<file path="src/rtl/systolic_pkg.sv">
// Shared types and packing helpers for the systolic job scheduler and its lane selector.
package systolic_pkg;

  typedef enum logic [2:0] {
    IDLE,
    CLEAR,
    RUN,
    CAPTURE,
    DONE
  } state_t;

  localparam int N_DEF  = 3;
  localparam int T_LAST = 3 * N_DEF - 3;

  // Element positions inside the flattened A, B and C buses.
  function automatic int idx_a(input int i, input int k, input int n);
    return i * n + k;
  endfunction

  function automatic int idx_b(input int k, input int j, input int n);
    return k * n + j;
  endfunction

  function automatic int idx_c(input int i, input int j, input int n);
    return i * n + j;
  endfunction

endpackage

</file>
<file path="src/rtl/systolic_skew_sel.sv">
// Combinational skew selector: picks the diagonal wavefront of A and B for step t.
module systolic_skew_sel
  import systolic_pkg::*;
#(
  parameter int W  = 32,
  parameter int N  = 3,
  parameter int CW = 3
) (
  input  logic               i_run,
  input  logic [CW-1:0]      i_t,
  input  logic [W*N*N-1:0]   i_a,
  input  logic [W*N*N-1:0]   i_b,
  output logic [W*N-1:0]     o_lane_a,
  output logic [W*N-1:0]     o_lane_b
);

  // Lane i carries element k = t - i of its row (A) or column (B); outside the window it is 0.
  always_comb begin
    o_lane_a = '0;
    o_lane_b = '0;
    if (i_run) begin
      for (int i = 0; i < N; i++) begin
        for (int k = 0; k < N; k++) begin
          if (int'(i_t) == i + k) begin
            o_lane_a[i*W +: W] = i_a[idx_a(i, k, N)*W +: W];
            o_lane_b[i*W +: W] = i_b[idx_b(k, i, N)*W +: W];
          end
        end
      end
    end
  end

endmodule

</file>
<file path="src/rtl/systolic_sched.sv">
// Job-level scheduler: latches one A/B job, clears and feeds the array for a bounded
// number of steps, then captures and presents the result through a valid/ready handshake.
module systolic_sched
  import systolic_pkg::*;
#(
  parameter int W = 32,
  parameter int N = 3
) (
  input  logic                 i_clk,
  input  logic                 i_rst,
  input  logic                 i_start_valid,
  output logic                 o_start_ready,
  input  logic [W*N*N-1:0]     i_A,
  input  logic [W*N*N-1:0]     i_B,
  output logic                 o_arr_en,
  output logic                 o_arr_clr,
  output logic [W*N-1:0]       o_arr_A,
  output logic [W*N-1:0]       o_arr_B,
  input  logic [2*W*N*N-1:0]   i_arr_C,
  output logic [2*W*N*N-1:0]   o_C,
  output logic                 o_valid,
  input  logic                 i_ready,
  output logic                 o_busy
);

  localparam int T_END = (N == N_DEF) ? T_LAST : 3 * N - 3;
  localparam int CW    = $clog2(3 * N - 2);

  state_t              r_state;
  state_t              w_next;
  logic [CW-1:0]       r_t;
  logic [W*N*N-1:0]    r_a;
  logic [W*N*N-1:0]    r_b;
  logic [2*W*N*N-1:0]  r_c;
  logic                w_run;
  logic                w_run_last;

  assign w_run      = (r_state == RUN);
  assign w_run_last = w_run && (r_t == CW'(T_END));

  always_ff @(posedge i_clk or posedge i_rst) begin
    if (i_rst) begin
      r_state <= IDLE;
    end else begin
      r_state <= w_next;
    end
  end

  always_comb begin
    w_next = r_state;
    unique case (r_state)
      IDLE:    if (i_start_valid) w_next = CLEAR;
      CLEAR:   w_next = RUN;
      RUN:     if (w_run_last) w_next = CAPTURE;
      CAPTURE: w_next = DONE;
      DONE:    if (i_ready) w_next = IDLE;
      default: w_next = IDLE;
    endcase
  end

  always_comb begin
    o_start_ready = 1'b0;
    o_arr_en      = 1'b0;
    o_arr_clr     = 1'b0;
    o_valid       = 1'b0;
    o_busy        = 1'b1;
    unique case (r_state)
      IDLE: begin
        o_start_ready = 1'b1;
        o_busy        = 1'b0;
      end
      CLEAR:   o_arr_clr = 1'b1;
      RUN:     o_arr_en  = 1'b1;
      CAPTURE: o_arr_en  = 1'b0;
      DONE:    o_valid   = 1'b1;
      default: o_busy    = 1'b1;
    endcase
  end

  // Step counter only advances inside RUN and is parked at 0 everywhere else.
  always_ff @(posedge i_clk or posedge i_rst) begin
    if (i_rst) begin
      r_t <= '0;
    end else if (w_run && !w_run_last) begin
      r_t <= r_t + 1'b1;
    end else begin
      r_t <= '0;
    end
  end

  always_ff @(posedge i_clk or posedge i_rst) begin
    if (i_rst) begin
      r_a <= '0;
      r_b <= '0;
    end else if (r_state == IDLE && i_start_valid) begin
      r_a <= i_A;
      r_b <= i_B;
    end
  end

  always_ff @(posedge i_clk or posedge i_rst) begin
    if (i_rst) begin
      r_c <= '0;
    end else if (r_state == CAPTURE) begin
      r_c <= i_arr_C;
    end
  end

  assign o_C = r_c;

  systolic_skew_sel #(
    .W  (W),
    .N  (N),
    .CW (CW)
  ) u_skew (
    .i_run    (w_run),
    .i_t      (r_t),
    .i_a      (r_a),
    .i_b      (r_b),
    .o_lane_a (o_arr_A),
    .o_lane_b (o_arr_B)
  );

endmodule
</file>
<file path="config.mk">
export PLATFORM = sky130hd
export DESIGN_NAME = systolic_sched
export DESIGN_NICKNAME = d
export VERILOG_FILES = /design/src/rtl/systolic_pkg.sv /design/src/rtl/systolic_skew_sel.sv /design/src/rtl/systolic_sched.sv
export SDC_FILE = /design/constraint.sdc
export NUM_CORES = 2
export LEC_CHECK = 0
export BUFFER_PORTS_ARGS = -buffer_cell sky130_fd_sc_hd__buf_2
export CELL_PAD_IN_SITES_DETAIL_PLACEMENT = 0
export CELL_PAD_IN_SITES_GLOBAL_PLACEMENT = 1
export CORE_AREA = 2 2 759 761
export CTS_CLUSTER_SIZE = 12
export DETAILED_ROUTE_END_ITERATION = 12
export DIE_AREA = 0 0 761 763
export GPL_TIMING_DRIVEN = 0
export PLACE_DENSITY_LB_ADDON = 0.1
export SKIP_LAST_GASP = 1
export SYNTH_ARGS = -nofsm -noshare
export SYNTH_HDL_FRONTEND = slang
export SYNTH_HIERARCHICAL = 1
export SYNTH_SLANG_ARGS = --single-unit
</file>
<file path="constraint.sdc">
create_clock -name i_clk -period 37.2 [get_ports i_clk]
set_input_delay 7.44 -clock i_clk [delete_from_list [all_inputs] [get_ports i_clk]]
set_output_delay 7.44 -clock i_clk [all_outputs]
set_load 0.01 [all_outputs]
</file>
==> impl_results.md <==
* Post-route clock skew at roughly 55 ps
* Worst-skew pair later-pin latency at slightly above 900 ps
* Commonest cells post-synth: 1,158 x dfrtp_1, 1,102 x mux2_2, 105 x buf_2
* FP Rows at between 200 and 300
* Leakage at ~32 nW
* Fill count at approximately 65,000
* Crit path time final at 13,560 ps
* Vias in the first global route at about 42,000
* Worst path cell trace: or3b_2 -> inv_1 -> nor2b_1 -> buf_2 -> clkbuf_1 -> o21ai_0 -> nor3_1 -> buf_2
* Postcts setup bufs at 0
* R2r startpoint: r_state[2]
* # port buffers at 1,928
* CTS Buf Count at roughly 180
* Mapped cell area at just under 0.05 mm2
* Post-synth top area share at approximately 60%
* Largest net degree at the start of global routing at 38
* Clk slew on worst S/H paths at ~60 ps
* Post_cts resized at 0
* Overall Power at 7.12 mW
* Share of cells above drive strength 1 at between 60 and 70%
* Pwr per Cell Area at ~95 mW/mm2
* DRC Markers at 0
* R2r worst-path depth at 5
* Initial DRC count at between 1,500 and 2,000
* Layout area overhead at 54.3%
* RSZ-0062 raised after global routing: false
* Prevailing post-synth register cell: dfrtp_1
* Clock Path Buffers at 4
* Syn nets at 4,453
* #FFs+latches synth at 1,158
* WL final at approximately 420,000 um
* Synth area leader: dfrtp_1
* Routed len/inst at between 30 and 40 um
* WHS Path Cells at 1
* Die Ht at approximately 760 um
* Syn avg cell area at 14.7 um2
* Critical path's slowest cell: clkbuf_1
* Slew @ Worst Pin at 1480 ps
* WHS Endpoint: r_a[201]
* Crit path kind: register to primary output
* Cts hold-fix bufs at 0
* Rel. slew slack at under 10%
* Cell variety after synth at 37
* Pre-Repair DR Iteration Count at 5
* Global-route wire length before repair at roughly 520,000 um
* Drt via density at between 2 and 3
* Most common cell on crit path: buf_2
* Yosys warns at 6
* Min-delay src: r_a[201]
* Worst hold path class: register to register
* Reg2Reg Setup Slack at 33,750 ps
* Starting Density at 8.46%
* Die area at ~0.58 mm2
* FMAX at approximately 0.074 GHz
* CTS tree: yes
* Final hold viol count at 0
* Peak per-stage delay on the critical path at approximately 950 ps
* Synthesized instance count at roughly 3,300
* Antenna violations before repair at ~540
* Async S/R FF share, synth at 100%
* Final Max Tran Viols at 0
* CP Max Fanout at 10
* VDD IR-drop max at just under 0.00004 V
* Half-perimeter wire length after placement at around 360,000 um
* Setup crit end kind: primary output
* Final cell utilization of the core at 13.0%
* Vias at 39,700
* Sequential share of the synthesized area at about 60%
* Period utilisation layout at between 30% and 40%
* Core area at approximately 0.57 mm2
* TNS Setup at 0 ps
* Status: completed
* Final #Nets at about 6,600
* Setup violators final at 0
* Crit path arrival time at 6120 ps
* Die X at about 760 um
* Ranking of synthesized cells by area: dfrtp_1 60%, mux2_2 26%, buf_8 1.4%
* Worst R2R End: o_C[400]
* GRT Total Usage at between 10% and 20%
* # IOs at approximately 1,900
* Number of antenna-violating nets in the routed design at 0
* Clock root buffer: clkbuf_16
* Total gr overflow at 0
* Worst setup SP type: register
* Max_cap viols at 0
* CP required at just under 30,000 ps
* H-tree Lvls at 4
* CTS Sinks at 1,158
* GPL Wtd Cong at 0.863
* Number of synthesized flops with an enable pin at 0
* Most common cell in the synthesized netlist: dfrtp_1
## layout by cell type, fill, tap and decap left out, drive strengths merged, types with 3 or more instances in the layout
master,Yosys,routed
bufinv,0,9
nand2,65,65
a211oi,3,3
clkinv,0,23
mux2,1152,1152
buf,198,2172
or3b,67,67
o311a,64,64
nor3,64,64
inv,4,7
nor2,65,65
diode,0,133
clkinvlp,0,9
nand2b,67,67
clkbuf,53,326
dfrtp,1158,1158
a21oi,65,65
a31oi,64,64
o21ai,128,128
a2bb2oi,64,64
## per-layer routing
layer | vias up | global-route usage [%] | wire [um]
met1 | 20000 | 14.9 | 152000
met5 | - | 0 | 1860
met4 | 282 | 2.77 | 11300
met3 | 909 | 6.44 | 43200
met2 | 1977 | 24.8 | 208000
li1 | 16600 | - | -
## critical path: cells and delay by family, from the launching register on
family,cells,cell delay [ps]
AO/OA/AOI/OAI,1,290
buffers and inverters,4,2360
flip-flops,1,650
AND/OR/NAND/NOR,3,1890
## cell families (layout without fill, tap and decap cells)
logic type / count (synthesis) / count (layout) / synth area share, %
buffers and inverters: 255 / 2546 / 3.93
AOI/OAI and AO/OA: 388 / 388 / 5.35
xor gates and xnor gates: 1 / 1 / 0.0181
muxes: 1152 / 1152 / 26.8
DFF: 1158 / 1158 / 59.9
and+or+nand+nor: 339 / 339 / 3.95
adders and majority gates: 2 / 2 / 0.0517
other: 0 / 133 / 0
## metrics by stage
stage | setup slack [ps] | instances | hold WS, ps | cell area [um2]
after floorplan | 13770 | 3295 | 448 | 48400
after global placement | 1030 | 12800 | 459 | 67500
after detailed placement | 23850 | 12800 | 469 | 68400
after CTS | 22810 | 13100 | 482 | 74300
after global routing | 22870 | 13200 | 494 | 74400
final | 23640 | 13300 | 476 | 74600
## layout make-up
class,instances,area (um2),area share (%)
Antenna cell,133,333,0.446
Buffer,251,1890,2.53
Clock buffer,273,5310,7.11
Clock inverter,44,587,0.786
Inverter,4,18.8,0.0251
Multi-Input combinational cell,1882,17500,23.5
Sequential cell,1158,29000,38.8
Tap cell,7560,9460,12.7
Timing Repair Buffer,1974,10500,14.1
## registers in the layout, summed over array words and instances, names as in the netlist
| signal | cells |
|---|---|
| r_state | 3 |
| r_a | 288 |
| r_b | 288 |
| o_C | 576 |
| r_t | 3 |
## worst max-delay path by stage
stage / slack (ps) / cells past startpoint / endpoint / start
floorplan: 13770 / 1 / o_C[0] / i_rst
global placement: 1030 / 2 / r_a[77] / i_rst
detailed placement: 23850 / 8 / o_arr_B[62] / r_state[2]
CTS: 22810 / 8 / o_arr_B[62] / r_state[2]
global route: 22870 / 8 / o_arr_B[62] / r_state[2]
finish: 23640 / 8 / o_arr_A[60] / r_state[2]
## power by group
| part | leakage [nW] | total, mW | switching [mW] | internal [mW] |
|---|---|---|---|---|
| registers | 13.5 | 2.29 | 0.373 | 1.92 |
| logic | 15.1 | 3.04 | 1.83 | 1.22 |
| clock network | 2.87 | 1.79 | 0.742 | 1.05 |
| total | 31.5 | 7.12 | 2.94 | 4.18 |
Note: power is estimated with default switching activity, not from simulation.
